$ cat src/rtl/ghost_chase.sv
// Ghost sprite controller: home / scatter / chase / caught FSM that steps the ghost
// toward a target on each move tick and flags a catch when Pac-Man is within reach.
module ghost_chase #(
  parameter int X_MIN         = 0,
  parameter int X_MAX         = 639,
  parameter int Y_MIN         = 0,
  parameter int Y_MAX         = 479,
  parameter int HOME_X        = 320,
  parameter int HOME_Y        = 240,
  parameter int SCAT_X        = 16,
  parameter int SCAT_Y        = 16,
  parameter int STEP          = 2,
  parameter int CATCH_R       = 8,
  parameter int SCATTER_TICKS = 4
) (
  input  logic       clk,
  input  logic       clrn,
  input  logic       enable,
  input  logic       tick,
  input  logic [9:0] pac_x,
  input  logic [9:0] pac_y,
  output logic [9:0] ghost_x,
  output logic [8:0] ghost_y,
  output logic [1:0] dir,
  output logic [1:0] state,
  output logic       caught
);

  localparam logic [1:0] S_HOME   = 2'b00;
  localparam logic [1:0] S_SCAT   = 2'b01;
  localparam logic [1:0] S_CHASE  = 2'b10;
  localparam logic [1:0] S_CAUGHT = 2'b11;

  localparam logic [1:0] D_RIGHT = 2'b00;
  localparam logic [1:0] D_LEFT  = 2'b01;
  localparam logic [1:0] D_DOWN  = 2'b10;
  localparam logic [1:0] D_UP    = 2'b11;

  localparam logic signed [10:0] STEP_S  = 11'(STEP);
  localparam logic signed [10:0] CATCH_S = 11'(CATCH_R);
  localparam logic [7:0]         CNT_END = 8'(SCATTER_TICKS - 1);

  function automatic logic signed [10:0] abs11(input logic signed [10:0] v);
    return (v < 0) ? -v : v;
  endfunction

  function automatic logic signed [10:0] clamp11(input logic signed [10:0] v,
                                                 input int lo, input int hi);
    if (v < lo) return 11'(lo);
    if (v > hi) return 11'(hi);
    return v;
  endfunction

  // Move at most STEP pixels along d, never overshooting the target.
  function automatic logic signed [10:0] step_toward(input logic signed [10:0] pos,
                                                     input logic signed [10:0] d);
    logic signed [10:0] mag;
    mag = (abs11(d) < STEP_S) ? abs11(d) : STEP_S;
    return (d < 0) ? pos - mag : pos + mag;
  endfunction

  logic [7:0]         cnt, cnt_nxt;
  logic [1:0]         state_nxt, dir_nxt;
  logic [9:0]         gx_nxt;
  logic [8:0]         gy_nxt;
  logic signed [10:0] gx, gy, tx, ty, dx, dy, pdx, pdy, nx, ny;
  logic               hit, moving;

  assign gx  = signed'({1'b0, ghost_x});
  assign gy  = signed'({2'b00, ghost_y});
  assign tx  = (state == S_CHASE) ? clamp11(signed'({1'b0, pac_x}), X_MIN, X_MAX) : 11'(SCAT_X);
  assign ty  = (state == S_CHASE) ? clamp11(signed'({1'b0, pac_y}), Y_MIN, Y_MAX) : 11'(SCAT_Y);
  assign dx  = tx - gx;
  assign dy  = ty - gy;
  assign pdx = signed'({1'b0, pac_x}) - gx;
  assign pdy = signed'({1'b0, pac_y}) - gy;
  assign hit = (abs11(pdx) <= CATCH_S) && (abs11(pdy) <= CATCH_S);

  // Stage p0: state and position registers
  always_ff @(posedge clk) begin
    if (!clrn) begin
      state   <= S_HOME;
      ghost_x <= 10'(HOME_X);
      ghost_y <= 9'(HOME_Y);
      dir     <= D_RIGHT;
      cnt     <= '0;
      caught  <= 1'b0;
    end else begin
      state   <= state_nxt;
      ghost_x <= gx_nxt;
      ghost_y <= gy_nxt;
      dir     <= dir_nxt;
      cnt     <= cnt_nxt;
      caught  <= (state_nxt == S_CAUGHT);
    end
  end

  always_comb begin
    state_nxt = state;
    case (state)
      S_HOME:   if (enable) state_nxt = S_SCAT;
      S_SCAT:   if (hit) state_nxt = S_CAUGHT;
                else if (tick && cnt == CNT_END) state_nxt = S_CHASE;
      S_CHASE:  if (hit) state_nxt = S_CAUGHT;
      default:  state_nxt = S_CAUGHT;
    endcase
    if (!enable) state_nxt = S_HOME;
  end

  always_comb begin
    gx_nxt  = ghost_x;
    gy_nxt  = ghost_y;
    dir_nxt = dir;
    cnt_nxt = cnt;
    nx      = gx;
    ny      = gy;
    // A catch outranks a same-cycle tick, so the ghost freezes where it was.
    moving  = enable && tick && !hit && (state == S_SCAT || state == S_CHASE);
    if (moving) begin
      if (state == S_SCAT) cnt_nxt = cnt + 8'd1;
      if (abs11(dx) >= abs11(dy)) begin
        nx = clamp11(step_toward(gx, dx), X_MIN, X_MAX);
        if (nx != gx) begin
          gx_nxt  = 10'(nx);
          dir_nxt = (dx < 0) ? D_LEFT : D_RIGHT;
        end
      end else begin
        ny = clamp11(step_toward(gy, dy), Y_MIN, Y_MAX);
        if (ny != gy) begin
          gy_nxt  = 9'(ny);
          dir_nxt = (dy < 0) ? D_UP : D_DOWN;
        end
      end
    end
    if (!enable || state == S_HOME) begin
      gx_nxt  = 10'(HOME_X);
      gy_nxt  = 9'(HOME_Y);
      dir_nxt = D_RIGHT;
      cnt_nxt = '0;
    end
  end

endmodule

$ cat config.mk
export PLATFORM = sky130hd
export DESIGN_NAME = ghost_chase
export DESIGN_NICKNAME = d
export VERILOG_FILES = /design/src/rtl/ghost_chase.sv
export SDC_FILE = /design/constraint.sdc
export NUM_CORES = 1
export LEC_CHECK = 0
export ABC_CLOCK_PERIOD_IN_PS = 18800
export CAP_MARGIN = 30
export CORE_MARGIN = 8
export CORE_UTILIZATION = 40
export CTS_BUF_LIST = sky130_fd_sc_hd__clkbuf_4 sky130_fd_sc_hd__clkbuf_8
export DETAILED_ROUTE_END_ITERATION = 8
export PLACE_DENSITY = 0.7
export SETUP_SLACK_MARGIN = 0.02
export SYNTH_ARGS = -nofsm -noshare
export SYNTH_HDL_FRONTEND = slang
export SYNTH_SLANG_ARGS = --single-unit
$ cat constraint.sdc
create_clock -name clk -period 18.8 [get_ports clk]
set_input_delay 3.76 -clock clk [delete_from_list [all_inputs] [get_ports clk]]
set_output_delay 3.76 -clock clk [all_outputs]
set_load 0.005 [all_outputs]
== Word-level counts from Yosys, hierarchy flattened ==
Index checks and enable logic that the tools add are counted.
Widths: inputs -> output; s select.

* Word-level logic and storage cells: 111
* Input bits: 24
* Register bits: 32

* Mux-type cells: 52
* Add/sub/neg operators: 13
* Reduce and logical (&&, ||, !) cells: 16
* Equality and inequality tests: 7
* $lt $le $gt $ge: 15
* Bitwise gates (word level): 2

{| class="wikitable"
|+ Operators with widths
! cell !! number
|-
| $mux 11 || 26
|-
| $lt 11x1->1 const B || 6
|-
| $neg 11->11 || 4
|-
| $le 11x5->1 const B || 2
|-
| $lt 11x3->1 const B || 2
|-
| $sub 11x11->11 || 2
|-
| $mux 1 || 18
|-
| $mux 2 || 7
|-
| $add 10x11->11 || 1
|-
| $add 11x11->11 || 1
|-
| $ge 11x11->1 || 1
|-
| $gt 11x10->1 const B || 1
|-
| $gt 11x11->1 const B || 1
|-
| $ne 11x10->1 || 1
|-
| $ne 11x11->1 || 1
|-
| $sub 10x10->11 || 1
|-
| $sub 10x11->11 || 1
|-
| $sub 10x9->11 || 1
|-
| $sub 11x10->11 || 1
|-
| $gt 10x10->1 const B || 1
|-
| $gt 10x9->1 const B || 1
|-
| $reduce_and 3->1 || 3
|-
| $add 8x1->8 const B || 1
|-
| $eq 8x2->1 const B || 1
|-
| 12 further kinds || 20
|}

== Longest topological paths before layout ==
Gate-level depths: netlist of run 1.

* Depth after elaboration: 25
* Mapped depth: 44
* Depth with buffers taken out: 38

== Worst setup path before layout of run 1 ==
Ideal clock, no wire load.

* Path kind: input to register
* Start: in pac_x[8]
* End: reg ghost_x[6]
* Buffers on the path: 3
* Data required time: 18.671 ns
* Path slack: 6.682 ns
* Arrival: 11.989 ns
* Stages on the path: 39
* Library setup time: 0.129 ns
* Cell sequence: o21a_1 > o21ai_0 > inv_1 > ha_1 > nor2b_1 > o21a_1 > nor3_1 > o211ai_1 > or3_1 > or3_1 > nor3b_1 > a21o_1 > a32oi_1 > nor2_1 > nand4_1 > ha_1 > clkbuf_1 > clkbuf_1 > (+3 left out) > nor3_1 > o21ai_0 > nand2_1 > a22oi_1 > ha_1 > or2_2 > a31oi_1 > a21oi_1 > a311oi_1 > and2_1 > or4b_1 > a32oi_1 > mux2_2 > nor4_1 > nand3b_1 > buf_2 > mux2i_1 > nand2_1

* Word-level cells in the longest chain between the ends: 22
* Elaborated cells on any way between the ends: 39
* Those cells by class: add/sub (6); order compare (8); eq/ne (1); mux (19); reduce/logical (5)

{| class="wikitable"
|+ RTL lines
! item !! line !! text
|-
| from (decl) || 20 || <nowiki>input logic [9:0] pac_x,</nowiki>
|-
| $gt 10x10->1 || 50 || <nowiki>if (v > hi) return 11'(hi);</nowiki>
|-
| $mux 1 || 50 ||
|-
| $mux 11 || 51 || <nowiki>return v;</nowiki>
|-
| $mux 11 || 71 || <nowiki>assign tx = (state == S_CHASE) ? clamp11(signed'({1'b0, pac_x}), X_MIN, X_MAX) : 11'(SCAT_X);</nowiki>
|-
| $sub 11x11->11 || 73 || <nowiki>assign dx = tx - gx;</nowiki>
|-
| $neg 11->11 / $lt 11x1->1 (equally long branches) || 44, 59 ||
|-
| $mux 11 || 44 || <nowiki>return (v < 0) ? -v : v;</nowiki>
|-
| $lt 11x3->1 || 58 || <nowiki>mag = (abs11(d) < STEP_S) ? abs11(d) : STEP_S;</nowiki>
|-
| (+6 left out) || -- ||
|-
| $mux 1 || 121 || <nowiki>if (abs11(dx) >= abs11(dy)) begin</nowiki>
|-
| $mux 1 || 119 || <nowiki>if (moving) begin</nowiki>
|-
| $mux 11 || 51 ||
|-
| $mux 11 || 50 ||
|-
| $mux 11 || 121 ||
|-
| $mux 11 || 119 ||
|-
| $ne 11x11->1 || 123 || <nowiki>if (nx != gx) begin</nowiki>
|-
| $reduce_and 3->1 (no source line) || -- ||
|-
| to (signal assigned) || 83 || <nowiki>ghost_x <= 10'(HOME_X);</nowiki>
|-
| to (signal assigned) || 90 || <nowiki>ghost_x <= gx_nxt;</nowiki>
|-
| to (decl) || 22 || <nowiki>output logic [9:0] ghost_x,</nowiki>
|}

Several ways; a longest one is shown, not always the timed one. The select of a mux whose other input is x is not followed.
A chain may end at the register's enable or synchronous reset.

== Final worst setup path of run 1 ==
* Start: in pac_x[8]
* End: reg ghost_x[2]

The elaborated chain is that of the path after synthesis.

==> metrics.md, run 1 <==
| Metric | Value |
|---|---|
| # hold bufs at CTS | `0` |
| Gr ovfl total | `0` |
| # rows | `48` |
| Gate power share | `30.3%` |
| Clk sinks | `32` |
| Syn-to-layout area delta | `10.5%` |
| Post-CTS Resized | `0` |
| Internal Power | `125 µW` |
| Post-synth top flop | `dfxtp_1` |
| Max-cap viol count | `0` |
| Largest net degree at the start of global routing | `25` |
| Status | `finished, final reports clean` |
| Crit-path max FO | `21` |
| Most used cell, CP | `ha_1` |
| Clock skew | `0.00742 ns` |
| Die area | `22200 µm²` |
| Initial Util | `40.9%` |
| Gr usage total | `17.3%` |
| Count of cell types in the netlist | `89` |
| FF-to-FF Start | `state[0]$_SDFF_PN0_` |
| Area share of the largest cell type after synthesis | `14.0%` |
| Setup TNS | `0 ns` |
| Core area | `17300 µm²` |
| CTS max path bufs | `2` |
| Vias in the first global route | `6727` |
| Sequential fraction of the synthesis area | `9.05%` |
| Routed wire per std cell | `15.8 µm` |
| Antenna violations before repair | `0` |
| Diode count | `0` |
| Total DRC errors in the routed layout | `0` |
| Crit-path max cell delay | `0.65 ns` |
| P_sw | `55.7 µW` |
| EDFF count, synth | `0` |
| Post-route insts no fill | `1235` |
| Clk root buf | `clkbuf_8` |
| Fmax | `0.0743 GHz` |
| Maximum vdd drop | `0.0207 mV` |
| WS Path Type | `input port to flop` |
| Final wirelength | `19500 µm` |
| # H-tree levels | `2` |
| Crit share post-route | `71.6%` |
| Ys async rst share | `0%` |
| Pwr dens | `23.1 nW/µm²` |
| Hold-critical path depth | `2` |
| Area contributors post-synth | `ha_1 14%, dfxtp_1 9.1%, a21oi_1 5.0%` |
| Final Hold Violating Endpoints | `0` |
| Arr. time, crit path | `13.67 ns` |
| Vias | `7387` |
| Final-report max-slew violation count | `0` |
| Post-Syn Nets | `1090` |
| Routed vias/inst | `5.98` |
| Mapped Cells | `981` |
| Worst hold start | `dir[1]$_SDFFE_PP0P_` |
| Fillers | `1806` |
| Share of layout cells above drive strength 1 | `4.36%` |
| R2R cell count | `37` |
| Net Sw Frac | `30.9%` |
| DR iter-0 viols | `464` |
| Mapped cell area | `7080 µm²` |
| Clock Pin Slew Worst Setup and Hold Paths | `0.07 ns` |
| Largest area contributor in the netlist | `ha_1` |
| Hold endpoint | `dir[1]$_SDFFE_PP0P_` |
| First-pass GRT wire length | `32600 µm` |
| Final core area utilization | `45.2%` |
| Critical-path top delay cell | `a2111oi_1` |
| Post-route worst setup slack | `5.34 ns` |
| Synth top cells by count | `88 x nor2_1, 79 x ha_1, 72 x nand2_1, 71 x a21oi_1, 60 x o21ai_0` |
| Crit end category | `flop` |
| Hold crit path type | `flop to flop` |
| Initial DRT Pass Iterations | `5` |
| CTS tree | `done` |
| Syn avg cell area | `7.21 µm²` |
| YS warnings | `0` |
| PortBufs | `47` |
| Post-CTS Setup Inserts | `0` |
| Pleak | `3.09 nW` |
| Worst setup SP type | `input port` |
| Routed Antenna Nets | `0` |
| CTS Buf Count | `5` |
| Slew at the pin closest to its max-slew limit | `0.957 ns` |
| Hpwl dp | `15700 µm` |
| Final number of setup-violating endpoints | `0` |
| Synth Register Bits | `32` |
| GP Congestion | `0.935` |
| Worst R2R End | `ghost_x[2]$_SDFFE_PP0P_` |
| Final Cell Area | `7820 µm²` |
| Max-slew headroom | `36.0%` |
| Total Nets Final | `1119` |
| DP Cell Count | `1227` |
| # IOs | `48` |
| Min Tclk post-route | `13.46 ns` |
| Sequential fraction of design power | `37.8%` |
| Die W | `149 µm` |
| Clock share of power | `31.8%` |
| Worst R2R Setup Slack | `8.39 ns` |
| Pre-CTS setup slack | `5.13 ns` |
| RSZ-0062 raised after global routing | `false` |
| Die Y | `149 µm` |
| Skew-Pair Late Insertion Delay | `0.28 ns` |
| DP Area | `7710 µm²` |
| Count leader, synth | `nor2_1` |
| CP Data Required Time | `19.01 ns` |
## cell usage in the layout (no fill, tap or decap), types with 12 or more instances in the layout
master / instances
and3_1: 12
nand2_1: 72
a21o_1: 12
nand2b_1: 12
or4_1: 12
o21ai_0: 60
clkdlybuf4s50_1: 47
nor4_1: 13
xnor2_1: 35
nor3_1: 31
ha_1: 79
inv_1: 56
nor2_1: 88
nand3_1: 20
a21oi_1: 71
o21a_1: 37
nor2b_1: 28
or3_1: 23
and2_1: 14
xor2_1: 25
dfxtp_1: 32
## worst max path at each step
stage | startpoint | to | slack [ns] | cells after the start
after floorplan | pac_x[8] | ghost_x[6]$_SDFFE_PP1P_ | 6.68 | 39
after global placement | pac_x[8] | ghost_x[5]$_SDFFE_PP0P_ | 5.48 | 37
after detailed placement | pac_x[8] | ghost_x[2]$_SDFFE_PP0P_ | 5.13 | 37
after CTS | pac_x[8] | ghost_x[2]$_SDFFE_PP0P_ | 5.40 | 37
after global routing | pac_x[8] | ghost_x[5]$_SDFFE_PP0P_ | 4.32 | 37
final | pac_x[8] | ghost_x[2]$_SDFFE_PP0P_ | 5.34 | 37
## routing by layer
metal  wire, µm  GRT usage, %  vias to the layer above  share of wire, %
met5          0             0                        -                 0
met3        864          2.34                       26               4.4
met4        523          4.64                        0               2.7
met2       8730          28.5                      170                45
met1       9410          23.0                     3425                48
li1           -             -                     3766                 -
## power groups by stage
stage	Combinational (mW)	Sequential (mW)	Clock (mW)
finish	0.0548	0.0683	0.0574
global route	0.0607	0.0682	0.0623
CTS	0.0542	0.0682	0.0594
detailed placement	0.0538	0.0698	0
global placement	0.0532	0.0698	0
floorplan	0.0399	0.0697	0
## critical path, delay by kind of cell
family	cells	cell delay, ns
AO/OA/AOI/OAI	13	3.04
adder cells (fa/ha/maj)	4	1.47
buffers and inverters	3	0.62
multiplexers	1	0.24
AND/OR/NAND/NOR	16	4.50
## through the flow
stage                     power [mW]  hold slack (ns)
after global routing           0.191            0.506
after detailed placement       0.124            0.470
after floorplan                0.110            0.447
final                          0.180            0.471
after global placement         0.123            0.472
after CTS                      0.182            0.481
## area by class of cell
class                      count  area, µm²  share of cell area [%]
sequential                    32        641                    8.20
clock buffer                   7       96.3                    1.23
tap                          225        282                    3.60
inverter                      56        210                    2.69
multi-input combinational    866       6100                    78.0
timing repair buffer          49        490                    6.28
## state kept, by name, summed over array words and instances, names as in the netlist
name     flops
ghost_x     10
ghost_y      9
cnt          8
dir          2
state        2
caught       1
## kinds of logic (layout without fill, tap and decap cells)
kind of cell               Yosys count  after routing  synth area share, %
AOI/OAI and AO/OA                  320            320                 31.2
xor gates and xnor gates            63             63                 8.31
adders and majority gates           85             85                 15.7
buffers and inverters               83            112                 4.88
DFF                                 32             32                 9.05
muxes                               14             14                 2.09
other                                2              2                0.106
and+or+nand+nor                    382            382                 28.7
Note: power is estimated with default switching activity, not from simulation.
==> run 2: changes to the inputs <==
--- a/config.mk
+++ b/config.mk
@@ -5,7 +5,7 @@
 export SDC_FILE = /design/constraint.sdc
 export NUM_CORES = 1
 export LEC_CHECK = 0
-export ABC_CLOCK_PERIOD_IN_PS = 18800
+export ABC_CLOCK_PERIOD_IN_PS = 13720
 export CAP_MARGIN = 30
 export CORE_MARGIN = 8
 export CORE_UTILIZATION = 40
==> constraint.sdc (replaced) <==
create_clock -name clk -period 13.72 [get_ports clk]
set_input_delay 2.744 -clock clk [delete_from_list [all_inputs] [get_ports clk]]
set_output_delay 2.744 -clock clk [all_outputs]
set_load 0.005 [all_outputs]
==> run 2 against run 1 <==
Net effect: critical path depth unchanged; critical endpoint is now ghost_x[7]$_SDFFE_PP0P_; clock skew increased by 0.0025 ns; critical path type unchanged; clock power up 29%; total power is 35% higher; via count is 0.62% lower; utilization shrank 0.094 points; sequential share of layout area is essentially flat.
==> metrics.md, run 2 (synthesis results as in run 1) <==
| Metric | Value |
|---|---|
| # hold bufs at CTS | `0` |
| Critical-path top delay cell | `ha_1` |
| Slew at the pin closest to its max-slew limit | `1.07 ns` |
| Syn-to-layout area delta | `10.2%` |
| Largest net degree at the start of global routing | `25` |
| Hold-critical path depth | `2` |
| Total DRC errors in the routed layout | `0` |
| Hold crit path type | `flop to flop` |
| Fillers | `1784` |
| Critical path buffer and inverter count | `3` |
| Crit-path max FO | `21` |
| WL met3 | `834 µm` |
| Share of layout cells above drive strength 1 | `4.46%` |
| Initial Util | `40.9%` |
| Vias in the first global route | `6720` |
| Hpwl dp | `15800 µm` |
| R2R cell count | `37` |
| Crit end category | `flop` |
| Clk root buf | `clkbuf_8` |
| Max reg flops | `10` |
| CP top delay family | `simple AND/OR/NAND/NOR gates` |
| Crit-path max cell delay | `0.68 ns` |
| GP Congestion | `0.905` |
| Crit share post-route | `91.6%` |
| Min Tclk post-route | `12.57 ns` |
| Vias | `7341` |
| Top Registers | `ghost_x: 10 flops, ghost_y: 9 flops, cnt: 8 flops` |
| PortBufs | `47` |
| CP Data Required Time | `13.93 ns` |
| Reg with most FFs | `ghost_x` |
| Total Nets Final | `1118` |
| # IOs | `48` |
| Max-slew headroom | `27.0%` |
| Arr. time, crit path | `12.78 ns` |
| Setup TNS | `0 ns` |
| Gr usage total | `17.2%` |
| Max-cap viol count | `0` |
| Post-CTS Resized | `0` |
| CTS Buf Count | `5` |
| Worst setup SP type | `input port` |
| # H-tree levels | `2` |
| Fmax | `0.0795 GHz` |
| CTS max path bufs | `2` |
| Met2 wire length | `8750 µm` |
| Core area | `17300 µm²` |
| Met1 wire length | `9350 µm` |
| FF-to-FF Start | `state[0]$_SDFF_PN0_` |
| Final-report max-slew violation count | `0` |
| Clk sinks | `32` |
| Pwr dens | `31.1 nW/µm²` |
| Clock skew | `0.00996 ns` |
| Die W | `149 µm` |
| # rows | `48` |
| Clock Pin Slew Worst Setup and Hold Paths | `0.06 ns` |
| Worst R2R End | `ghost_x[7]$_SDFFE_PP0P_` |
| Post-route insts no fill | `1235` |
| Worst hold start | `dir[1]$_SDFFE_PP0P_` |
| Most common cell after layout, fill and taps aside | `nor2_1` |
| Final Hold Violating Endpoints | `0` |
| Final number of setup-violating endpoints | `0` |
| Most frequent cells in the layout | `88 x nor2_1, 79 x ha_1, 72 x nand2_1, 71 x a21oi_1, 60 x o21ai_0` |
| Diode count | `0` |
| Post-CTS Setup Inserts | `0` |
| DR iter-0 viols | `556` |
| Antenna violations before repair | `0` |
| CTS tree | `done` |
| Routed wire per std cell | `15.7 µm` |
| Status | `finished, final reports clean` |
| Die Y | `149 µm` |
| DP Cell Count | `1227` |
| Hold endpoint | `dir[1]$_SDFFE_PP0P_` |
| Max layer used | `met4` |
| Routed vias/inst | `5.94` |
| Routed Antenna Nets | `0` |
| First-pass GRT wire length | `32500 µm` |
| Skew-Pair Late Insertion Delay | `0.29 ns` |
| WS Path Type | `input port to flop` |
| Most used cell, CP | `ha_1` |
| Worst R2R Setup Slack | `3.19 ns` |
| Gr ovfl total | `0` |
| Pleak | `3.07 nW` |
| RSZ-0062 raised after global routing | `false` |
| Die area | `22200 µm²` |
| Maximum vdd drop | `0.0372 mV` |
| Final wirelength | `19400 µm` |
| Initial DRT Pass Iterations | `5` |
==> run 2: cell count changes in the layout (fill, tap and decap cells not counted) <==
| cell | previous run | this run |
|---|---|---|
| clkbuf_8 | 7 | 6 |
| clkinv_2 | 0 | 2 |
| dlymetal6s2s_1 | 1 | 0 |
==> run 2: worst reg2reg max path, delay by kind of cell, from the launching register on <==
family          cells  cell delay (ns)
simple gates       16             4.49
buf+inv             3             0.32
flops               1             0.35
compound gates     12             2.87
fa+ha+maj           5             2.17
mux                 1             0.26
==> run 2: how the worst max path moves through the flow <==
stage	from	to	cells past startpoint
2_1_floorplan	pac_x[8]	ghost_x[6]$_SDFFE_PP1P_	39
6_report	pac_x[8]	ghost_x[7]$_SDFFE_PP0P_	37
3_3_place_gp	pac_x[8]	ghost_x[7]$_SDFFE_PP0P_	37
4_1_cts	pac_x[8]	ghost_x[7]$_SDFFE_PP0P_	37
5_1_grt	pac_x[8]	ghost_x[7]$_SDFFE_PP0P_	37
3_5_place_dp	pac_x[8]	ghost_x[7]$_SDFFE_PP0P_	37
==> run 2: per-layer routing <==
layer	global-route usage [%]	up-vias
li1	-	3759
met1	22.9	3391
met2	28.3	169
met3	2.46	22
met4	4.49	0
met5	0	-
==> run 2: layout make-up <==
class                      instances  area [µm²]  area share, %
clock buffer                       6        82.6           1.06
clock inverter                     2        10.0          0.128
inverter                          56         210           2.70
multi-input combinational        866        6100           78.2
sequential                        32         641           8.21
tap                              225         282           3.61
timing repair buffer              48         478           6.13
==> run 2: power by group <==
part	internal, mW	switching, mW	leakage [nW]	total [mW]
sequential	0.0931	0.000355	0.258	0.0935
clock	0.0400	0.0344	0.0510	0.0743
combinational	0.0332	0.0419	2.76	0.0751
total	0.166	0.0766	3.07	0.243
==> run 2: per-stage QoR <==
step	area, µm²	hold WS [ns]	total power [mW]	setup WS (ns)	util (%)
floorplan	7080	0.447	0.150	2.62	-
global placement	7710	0.461	0.169	1.41	44.6
detailed placement	7710	0.469	0.169	0.919	44.6
CTS	7800	0.480	0.245	1.20	45.1
global route	7800	0.500	0.258	0.155	45.1
finish	7800	0.472	0.243	1.15	45.1
